<file path="src/rtl/mc_ctrl.sv">
// -----------------------------------------------------------------------------
// mc_ctrl -- multi-cycle main controller for the MIPS core.
//
// Sequences a shared ALU, register file and single-port memory through
// fetch / decode / execute / memory / write-back states.  Only the state
// register is clocked; every datapath select and strobe is decoded
// combinationally from the current state, the latched instruction fields
// (opcode/func from IR) and the memory acknowledge.
//
// Ports
//   clk          in   system clock, rising edge
//   rst          in   asynchronous active-high reset (forces IDLE)
//   opcode[5:0]  in   instruction bits [31:26] from IR
//   func[5:0]    in   instruction bits [5:0] from IR
//   zero         in   ALU zero flag (branch decision is taken in the datapath)
//   mem_ack      in   memory completed the current access this cycle
//   mem_req      out  memory request, held until mem_ack
//   MemRead      out  1 = read, 0 = write
//   IorD         out  address select: 0 = PC, 1 = ALUOut
//   IRWrite      out  load IR
//   PCWrite      out  unconditional PC load
//   PCWriteCond  out  PC load qualified by zero
//   PCSource     out  00 ALU, 01 ALUOut, 10 jump target, 11 register A
//   ALUSrcA      out  0 = PC, 1 = register A
//   ALUSrcB      out  00 B, 01 const 4, 10 ext imm, 11 ext imm << 2
//   ExtOp        out  1 = sign-extend immediate, 0 = zero-extend
//   ALUop_ctr    out  4-bit ALU operation code
//   Shift        out  ALU A operand is shamt
//   RegDst       out  0 = rt, 1 = rd
//   MemtoReg     out  0 = ALUOut, 1 = MDR
//   RegWrite     out  register-file write
//   instr_done   out  pulse on the last cycle of an instruction
//   illegal      out  pulse on an unsupported encoding (in DECODE)
//   state[3:0]   out  current state, for debug
// -----------------------------------------------------------------------------
module mc_ctrl (
    input  logic       clk,
    input  logic       rst,
    input  logic [5:0] opcode,
    input  logic [5:0] func,
    input  logic       zero,
    input  logic       mem_ack,
    output logic       mem_req,
    output logic       MemRead,
    output logic       IorD,
    output logic       IRWrite,
    output logic       PCWrite,
    output logic       PCWriteCond,
    output logic [1:0] PCSource,
    output logic       ALUSrcA,
    output logic [1:0] ALUSrcB,
    output logic       ExtOp,
    output logic [3:0] ALUop_ctr,
    output logic       Shift,
    output logic       RegDst,
    output logic       MemtoReg,
    output logic       RegWrite,
    output logic       instr_done,
    output logic       illegal,
    output logic [3:0] state
);

    typedef enum logic [3:0] {
        S_IDLE   = 4'd0,
        S_FETCH  = 4'd1,
        S_DECODE = 4'd2,
        S_MEMADR = 4'd3,
        S_MEMRD  = 4'd4,
        S_MEMWB  = 4'd5,
        S_MEMWR  = 4'd6,
        S_EXEC   = 4'd7,
        S_RWB    = 4'd8,
        S_BRANCH = 4'd9,
        S_JUMP   = 4'd10,
        S_IEXEC  = 4'd11
    } state_t;

    localparam logic [5:0] OP_RTYPE = 6'b000000;
    localparam logic [5:0] OP_LW    = 6'b100011;
    localparam logic [5:0] OP_SW    = 6'b101011;
    localparam logic [5:0] OP_BEQ   = 6'b000100;
    localparam logic [5:0] OP_J     = 6'b000010;
    localparam logic [5:0] OP_ADDI  = 6'b001000;
    localparam logic [5:0] OP_ORI   = 6'b001101;

    localparam logic [5:0] FN_ADD = 6'b100000;
    localparam logic [5:0] FN_SUB = 6'b100010;
    localparam logic [5:0] FN_AND = 6'b100100;
    localparam logic [5:0] FN_OR  = 6'b100101;
    localparam logic [5:0] FN_XOR = 6'b100110;
    localparam logic [5:0] FN_SLL = 6'b000000;
    localparam logic [5:0] FN_SRL = 6'b000010;
    localparam logic [5:0] FN_SRA = 6'b000011;
    localparam logic [5:0] FN_JR  = 6'b001000;

    localparam logic [3:0] ALU_NONE = 4'b0000;
    localparam logic [3:0] ALU_ADD  = 4'b1110;
    localparam logic [3:0] ALU_SUB  = 4'b0100;
    localparam logic [3:0] ALU_AND  = 4'b0010;
    localparam logic [3:0] ALU_OR   = 4'b0011;
    localparam logic [3:0] ALU_XOR  = 4'b0111;
    localparam logic [3:0] ALU_SLL  = 4'b1010;
    localparam logic [3:0] ALU_SRL  = 4'b1000;
    localparam logic [3:0] ALU_SRA  = 4'b1001;
    localparam logic [3:0] ALU_JR   = 4'b1100;

    // ALU code for an R-type func; unsupported encodings give 0000, never x.
    function automatic logic [3:0] func_alu_code(input logic [5:0] f);
        logic [3:0] code;
        case (f)
            FN_ADD:  code = ALU_ADD;
            FN_SUB:  code = ALU_SUB;
            FN_AND:  code = ALU_AND;
            FN_OR:   code = ALU_OR;
            FN_XOR:  code = ALU_XOR;
            FN_SLL:  code = ALU_SLL;
            FN_SRL:  code = ALU_SRL;
            FN_SRA:  code = ALU_SRA;
            FN_JR:   code = ALU_JR;
            default: code = ALU_NONE;
        endcase
        return code;
    endfunction

    // Every supported func maps to a non-zero ALU code, so legality falls out of the table.
    function automatic logic func_supported(input logic [5:0] f);
        return (func_alu_code(f) != ALU_NONE);
    endfunction

    function automatic logic func_is_shift(input logic [5:0] f);
        return (f == FN_SLL) || (f == FN_SRL) || (f == FN_SRA);
    endfunction

    state_t state_q;
    state_t state_d;

    // The branch decision is made in the datapath (PCWriteCond & zero), not here.
    logic unused_zero_s;
    assign unused_zero_s = zero;

    assign state = state_q;

    // State register; reset aborts any instruction immediately.
    always_ff @(posedge clk or posedge rst) begin
        if (rst) begin
            state_q <= S_IDLE;
        end else begin
            state_q <= state_d;
        end
    end

    // Next-state and per-state output decode.
    always_comb begin
        state_d     = state_q;
        mem_req     = 1'b0;
        MemRead     = 1'b0;
        IorD        = 1'b0;
        IRWrite     = 1'b0;
        PCWrite     = 1'b0;
        PCWriteCond = 1'b0;
        PCSource    = 2'b00;
        ALUSrcA     = 1'b0;
        ALUSrcB     = 2'b00;
        ExtOp       = 1'b0;
        ALUop_ctr   = ALU_NONE;
        Shift       = 1'b0;
        RegDst      = 1'b0;
        MemtoReg    = 1'b0;
        RegWrite    = 1'b0;
        instr_done  = 1'b0;
        illegal     = 1'b0;

        case (state_q)
            S_IDLE: begin
                state_d = S_FETCH;
            end

            S_FETCH: begin
                // PC + 4 is computed every fetch cycle but only committed with the IR load.
                mem_req   = 1'b1;
                MemRead   = 1'b1;
                ALUSrcB   = 2'b01;
                ALUop_ctr = ALU_ADD;
                if (mem_ack) begin
                    IRWrite = 1'b1;
                    PCWrite = 1'b1;
                    state_d = S_DECODE;
                end else begin
                    state_d = S_FETCH;
                end
            end

            S_DECODE: begin
                // Branch target PC + (imm << 2) is computed speculatively into ALUOut.
                ALUSrcB   = 2'b11;
                ExtOp     = 1'b1;
                ALUop_ctr = ALU_ADD;
                case (opcode)
                    OP_LW, OP_SW:    state_d = S_MEMADR;
                    OP_BEQ:          state_d = S_BRANCH;
                    OP_J:            state_d = S_JUMP;
                    OP_ADDI, OP_ORI: state_d = S_IEXEC;
                    OP_RTYPE: begin
                        if (func_supported(func)) begin
                            state_d = S_EXEC;
                        end else begin
                            illegal = 1'b1;
                            state_d = S_FETCH;
                        end
                    end
                    default: begin
                        illegal = 1'b1;
                        state_d = S_FETCH;
                    end
                endcase
            end

            S_MEMADR: begin
                ALUSrcA   = 1'b1;
                ALUSrcB   = 2'b10;
                ExtOp     = 1'b1;
                ALUop_ctr = ALU_ADD;
                if (opcode == OP_LW) begin
                    state_d = S_MEMRD;
                end else if (opcode == OP_SW) begin
                    state_d = S_MEMWR;
                end else begin
                    state_d = S_FETCH;
                end
            end

            S_MEMRD: begin
                mem_req = 1'b1;
                MemRead = 1'b1;
                IorD    = 1'b1;
                if (mem_ack) begin
                    state_d = S_MEMWB;
                end else begin
                    state_d = S_MEMRD;
                end
            end

            S_MEMWB: begin
                RegWrite   = 1'b1;
                MemtoReg   = 1'b1;
                instr_done = 1'b1;
                state_d    = S_FETCH;
            end

            S_MEMWR: begin
                mem_req = 1'b1;
                IorD    = 1'b1;
                if (mem_ack) begin
                    instr_done = 1'b1;
                    state_d    = S_FETCH;
                end else begin
                    state_d = S_MEMWR;
                end
            end

            S_EXEC: begin
                ALUSrcA   = 1'b1;
                ALUop_ctr = func_alu_code(func);
                Shift     = func_is_shift(func);
                if (func == FN_JR) begin
                    PCSource   = 2'b11;
                    PCWrite    = 1'b1;
                    instr_done = 1'b1;
                    state_d    = S_FETCH;
                end else begin
                    state_d = S_RWB;
                end
            end

            S_RWB: begin
                // Shared by R-type (writes rd) and immediate ops (write rt).
                RegWrite   = 1'b1;
                RegDst     = (opcode == OP_RTYPE);
                instr_done = 1'b1;
                state_d    = S_FETCH;
            end

            S_BRANCH: begin
                ALUSrcA     = 1'b1;
                ALUop_ctr   = ALU_SUB;
                PCSource    = 2'b01;
                PCWriteCond = 1'b1;
                instr_done  = 1'b1;
                state_d     = S_FETCH;
            end

            S_JUMP: begin
                PCSource   = 2'b10;
                PCWrite    = 1'b1;
                instr_done = 1'b1;
                state_d    = S_FETCH;
            end

            S_IEXEC: begin
                ALUSrcA = 1'b1;
                ALUSrcB = 2'b10;
                if (opcode == OP_ORI) begin
                    ExtOp     = 1'b0;
                    ALUop_ctr = ALU_OR;
                end else begin
                    ExtOp     = 1'b1;
                    ALUop_ctr = ALU_ADD;
                end
                state_d = S_RWB;
            end

            default: begin
                state_d = S_IDLE;
            end
        endcase
    end

endmodule

</file>
<file path="config.mk">
export PLATFORM = sky130hd
export DESIGN_NAME = mc_ctrl
export DESIGN_NICKNAME = d
export VERILOG_FILES = /design/src/rtl/mc_ctrl.sv
export SDC_FILE = /design/constraint.sdc
export NUM_CORES = 1
export LEC_CHECK = 0
export CAP_MARGIN = 10
export CORE_MARGIN = 4
export CORE_UTILIZATION = 44
export CTS_BUF_LIST = sky130_fd_sc_hd__clkbuf_4
export DETAILED_ROUTE_END_ITERATION = 7
export PLACE_DENSITY_LB_ADDON = 0.2
export RECOVER_POWER = 100
export SLEW_MARGIN = 20
export SYNTH_ARGS = -nofsm -noshare
export SYNTH_HDL_FRONTEND = slang
export SYNTH_SLANG_ARGS = --single-unit
</file>
<file path="constraint.sdc">
create_clock -name clk -period 2.4 [get_ports clk]
set_input_delay 0.48 -clock clk [delete_from_list [all_inputs] [get_ports clk]]
set_output_delay 0.48 -clock clk [all_outputs]
set_load 0.02 [all_outputs]
</file>
# After elaboration in Yosys (flattened, before gate mapping)
# Index checks and enable logic that the tools add are counted.
totals:
  reg_bits: 4
  latchBits: 0
  ram_bits: 0
  rom_bits: 0
  inputBits: 16
  n_memories: 0
op_classes:
  addsub: 0
  n_mul: 0
  div_mod_pow: 0
  order_cmp: 0
  eq_ne: 25
  n_shift: 0
  n_mux: 36
  bitwise: 0
  reduce_logical: 19
ops:
  columns: ["op", "count"]
  rows:
  - ["$eq A6 B6 Y1 const B", 7]
  - ["$pmux W4 S9", 1]
  - ["$pmux W4 S8", 1]
  - ["$pmux W4 S5", 1]
  - ["$eq A6 B2 Y1 const B", 3]
  - ["$eq A6 B4 Y1 const B", 3]
  - ["$eq A4 B3 Y1 const B", 4]
  - ["$eq A4 B4 Y1 const B", 4]
  - ["$mux W1", 16]
  - ["$mux W4", 4]
  - ["$pmux W4 S4", 1]
  - ["$reduce_or A2 Y1", 7]
  - ["$logic_not A6 Y1", 2]
  - ["$mux W3", 4]
  - ["$pmux W2 S3", 2]
  - ["$eq A4 B2 Y1 const B", 2]
  - ["$reduce_or A4 Y1", 2]
  - ["$eq A6 B3 Y1 const B", 1]
  - ["$pmux W1 S3", 2]
  - ["$reduce_or A3 Y1", 2]
  - ["$reduce_or A6 Y1", 1]
  - ["$reduce_or A5 Y1", 1]
  - ["$eq A4 B1 Y1 const B", 1]
  - ["$logic_not A4 Y1", 1]
  - ["other kinds (4)", 7]

# Longest topological paths before layout
depth:
  word_depth: 8
  mapped_depth: 6
  mapped_depth_nobuf: 5

# Least setup slack after synthesis
# OpenSTA, ideal clock, no wires.
synth_timing:
  kind: "in2out"
  start: "input func[1]"
  end: "output PCWrite"
  arrival_time_ns: 1.789
  setup_slack_ns: 0.131
  stages: 6
  path_buffers: 1
  path_cell_list: "buf_2 -> nor4b_2 -> nor3b_2 -> nand3_1 -> a21boi_2 -> or2_1"
synth_via:
  elab_chain_len: 3
synth_lines:
  columns: ["item", "line_no", "rtl"]
  rows:
  - ["start, declared", "40", "input logic [5:0] func,"]
  - ["$eq A6 B4 Y1", "265", "if (func == FN_JR) begin"]
  - ["$mux W1", "265", null]
  - ["$pmux W1 S3", "173", "case (state_q)"]
  - ["end, declared", "47", "output logic PCWrite,"]
# Every way passes these cells.

# Worst setup path in the final report
layout_timing:
  start: "register state_q[2], in the netlist state[2]"
  end: "output MemRead"
layout_via:
  elab_chain_len: 3
  word_cells_on_any_way: 4
  classes_between: "eq/ne: 2; mux: 1; reduce/logical: 1"
layout_lines:
  columns: ["item", "line_no", "rtl"]
  rows:
  - ["start, declared", "134", "state_t state_q;"]
  - ["start signal, assigned", "148", "state_q <= state_d;"]
  - ["$eq A4 B3 Y1 / $eq A4 B1 Y1 (equally long branches)", "173", null]
  - ["$reduce_or A2 Y1 (no source line) (*)", null, null]
  - ["$mux W1 (*)", "173", null]
  - ["end, declared", "44", "output logic MemRead,"]
# Mark *: on every way between the ends. The rest lies on a longest branch, timed or not.

==> results by stage <==
Setup path:
- The worst register-to-register path ends at state[0].
- The most critical setup path has its startpoint at state[2].
- Of all nets on the critical path, the largest fanout is 21.
- On the worst path, the slowest cell contributes a delay of 700 ps.
- At the worst endpoint, the required time is 1920 ps.
- The critical path class is flop to output pin.
- The critical path endpoint category is an output pin.
- In this run the critical register-to-register path is launched from state[2].
- The buffering stage count on the worst path with inverters included is 2.
- The kind of cell adding the most delay to the critical path is buffers and inverters.
- The number of cells on the worst reg-to-reg path is 6.
- The worst-path cell with the longest stage delay is dlygate4sd3_1.
- The signal on the critical path passes through buf_4 > xnor2_1 > nor3_1 > dlygate4sd3_1.
- The sort of element at the start of the critical path is a flop.
- In this run the number of cells on the critical path is 4.
- For flop-to-flop paths, the worst setup slack is 790 ps.
- The endpoint of the worst setup timing path is MemRead.
- Data arrives at the worst endpoint at 1830 ps.

Floorplan:
- Measured along the y axis, the die boundary spans 56.2 µm.
- The die boundary width is 56.2 µm.
- The initial utilization of the core area, before any placement, comes to 46.2%.
- Pin placement for this block handled 42 I/O pins.
- The die covers 3160 µm².
- The core region is 2210 µm².
- In this run the core area contains 17 standard-cell rows.

Clock tree:
- The maximum root-to-sink buffer count is 2.
- TritonCTS built the clock tree.
- TritonCTS created 3 clock buffers.
- The number of hold buffers added after CTS was 0.
- The clock latency on the worst-skew pair is 230 ps.
- The count of clock tree sinks is 4.
- Clock tree synthesis selected as its root buffer the cell clkbuf_4.
- The H-tree depth is 1.
- After clock tree synthesis, the clock-pin slew on the worst setup and hold paths is 40 ps.

STA:
- The sum of negative setup slack is 0 ps.
- The fmax is 433 MHz.
- The worst-case clock skew is 3.24 ps.
- Once routing completed, OpenROAD measured the worst setup slack at 92.9 ps.
- Subtracting the final worst setup slack from the clock period gives 2310 ps.
- The number of hold-slack violations in the final timing report is 0.
- The portion of the clock cycle consumed by the worst path in the final layout is 96.1%.
- Setup repair after global routing left no endpoint under its margin.
- The max-slew violation count is 0.
- The slew at the pin closest to its max-slew limit is 558 ps.
- Setup violations remaining at the end of the flow were counted as 0.
- The headroom to the max-slew limit is 62.3%.

Routing:
- The starting DRC count in detailed routing is 14.
- The routed layout has 1338 vias.
- The number of design rule violations left after detail routing is 0.
- The detailed-routed wire length on met2 is 1.80 mm.
- After detailed routing, the average wire length per cell comes to 14.1 µm.
- For this run, the detailed router's first-pass iteration total came to 4.
- The uppermost layer routed is met4.
- The wire length after detailed routing is 3.38 mm.
- For this block, wires on met1 add up to 1.36 mm.
- The count of nets left with antenna violations once routing finished came out at 0.
- The routed design uses 204 µm of met3 wire.
- Dividing the detail-routed via count by the number of cells gives 5.58.

Global route:
- The total overflow left after global routing is 0.
- The via count of the first global-routing pass is 1331.
- The largest net degree at the start of global routing is 24.
- The number of antenna violations at the first check in global routing is 0.
- Global routing used 20.8% of the available tracks across all layers.
- The first global-routing pass estimated 5.59 mm of wire.

Layout:
- The cell area after layout is 1640 µm².
- The multi-input gate area in the final layout is 840 µm².
- After filler insertion, the fill cell instance count of the layout stands at 188.
- The library cell used most frequently in the layout, excluding fill and tap cells, is buf_4.
- The number of antenna diodes is 0.
- The number of nets at the end of the flow is 230.
- The share of post-route cells with drive strength above 1 is 33.0%.
- Summing all flip-flop and latch instances after layout gives 100 µm².
- In the layout the commonest cells are 39 x buf_4, 19 x nor2_1, 11 x dlygate4sd3_1.
- The layout-stage area growth over the synthesis result is 61.0%.
- The register with the most flip-flops in the layout has 4 of them.

Placement:
- The final RePlAce weighted congestion is 0.938.
- The total cell area at the placement stage is 1600 µm².
- The total half-perimeter wirelength after legalization and detailed placement is 2.57 mm.
- The setup slack at placement is -664 ps.
- The count of buffers added on input and output ports is 40.

Yosys:
- The biggest area contributor in the post-synthesis netlist is dfrtp_1.
- In this run the biggest area consumer among cell types represents 9.80% of the synthesized area.
- Synthesis produced a netlist with a net count of 163.
- The netlist area before placement is 1020 µm².
- The number of distinct library cells after synthesis is 51.
- The synthesized instance count is 147.
- The average cell area after synthesis is 6.95 µm².
- The Yosys step of the flow raised 0 warnings.
- After synthesis, flip-flops and latches occupy 9.80% of the total area.
- By area the synthesized netlist is led by dfrtp_1 9.8%, nor2_1 7.0%, a21oi_1 4.4%, buf_2 4.4%, nor3_1 4.4%.
- The synthesized design contains 4 register bits.

Power and ir drop:
- In this run the static leakage power is 0.749 nW.
- The peak ir drop on the vdd network is 735 µV.
- The overall power consumption is 0.914 mW.
- The total power divided by cell area is 556 nW/µm².

Run status:
- The flow ran to the end, and the final reports show no timing, DRC or antenna violations.

Run:
- The max-capacitance violation count is 0.

Hold path:
- The path class of the lowest-slack min-delay path is input port to asynchronous set/reset pin.
==> power by group <==
part           internal (mW)  switching (mW)  total [mW]
clock                 0.0557          0.0236      0.0793
sequential            0.0825         0.00823      0.0907
combinational          0.310           0.433       0.744
total                  0.449           0.465       0.914
==> layer usage <==
| metal | track usage [%] | up-vias |
|---|---|---|
| met2 | 39.4 | 44 |
| met1 | 23.2 | 626 |
| met5 | 0 | - |
| li1 | - | 666 |
| met4 | 5.76 | 0 |
| met3 | 4.18 | 2 |
==> cell usage after synthesis (all sizes together) <==
cell	n
nor4bb	1
nand3b	3
nand2	8
nor4	3
a21oi	9
a21boi	1
o21ai	10
o2bb2ai	1
mux2i	1
clkbuf	2
nor2b	7
o32ai	1
o22ai	1
a211o	1
and4bb	1
or3	4
a21o	1
nor3b	3
a211oi	5
inv	5
or2	2
buf	15
o21bai	1
nand2b	4
dfrtp	4
o21a	1
maj3	1
o41ai	2
o31a	1
a31oi	4
nor2	19
xnor2	4
nor4b	3
and4b	1
a32oi	1
nand3	4
and3b	1
nor3	10
a41o	1
==> cell families (layout without fill, tap and decap cells) <==
kind of cell | Yosys count | after routing | synth area share [%]
AO/OA/AOI/OAI | 41 | 41 | 27.6
AND/OR/NAND/NOR | 74 | 74 | 45.1
adder cells (fa/ha/maj) | 1 | 1 | 0.980
buffers and inverters | 22 | 87 | 12.1
flip-flops | 4 | 4 | 9.80
multiplexers | 1 | 1 | 0.980
XOR/XNOR | 4 | 4 | 3.43
==> cell type report <==
class	instances	area share [%]
Clock buffer	3	1.37
Inverter	5	1.14
Multi-Input combinational cell	121	51.1
Sequential cell	4	6.09
Tap cell	28	2.13
Timing Repair Buffer	79	38.2
==> per-stage QoR <==
stage | std cells | hold WS [ps] | util, %
after floorplan | 147 | 246 | -
after global placement | 231 | 664 | 72.3
after detailed placement | 231 | 676 | 72.3
after CTS | 240 | 431 | 74.5
after global routing | 240 | 592 | 74.3
final | 240 | 566 | 74.3
==> worst min path at each step <==
stage	slack (ps)	endpoint
6_report	570	state[0]
5_1_grt	590	state[0]
4_1_cts	430	state[0]
3_5_place_dp	680	state[3]
3_3_place_gp	660	state[0]
2_1_floorplan	250	state[0]
==> timing repair <==
action	4_1_cts	5_1_grt
setup endpoints to repair	14	12
hold endpoints to repair	0	0
gates resized for setup	70	15
pin swaps	5	5
buffers inserted	6	0
Note: power is estimated with default switching activity, not from simulation.
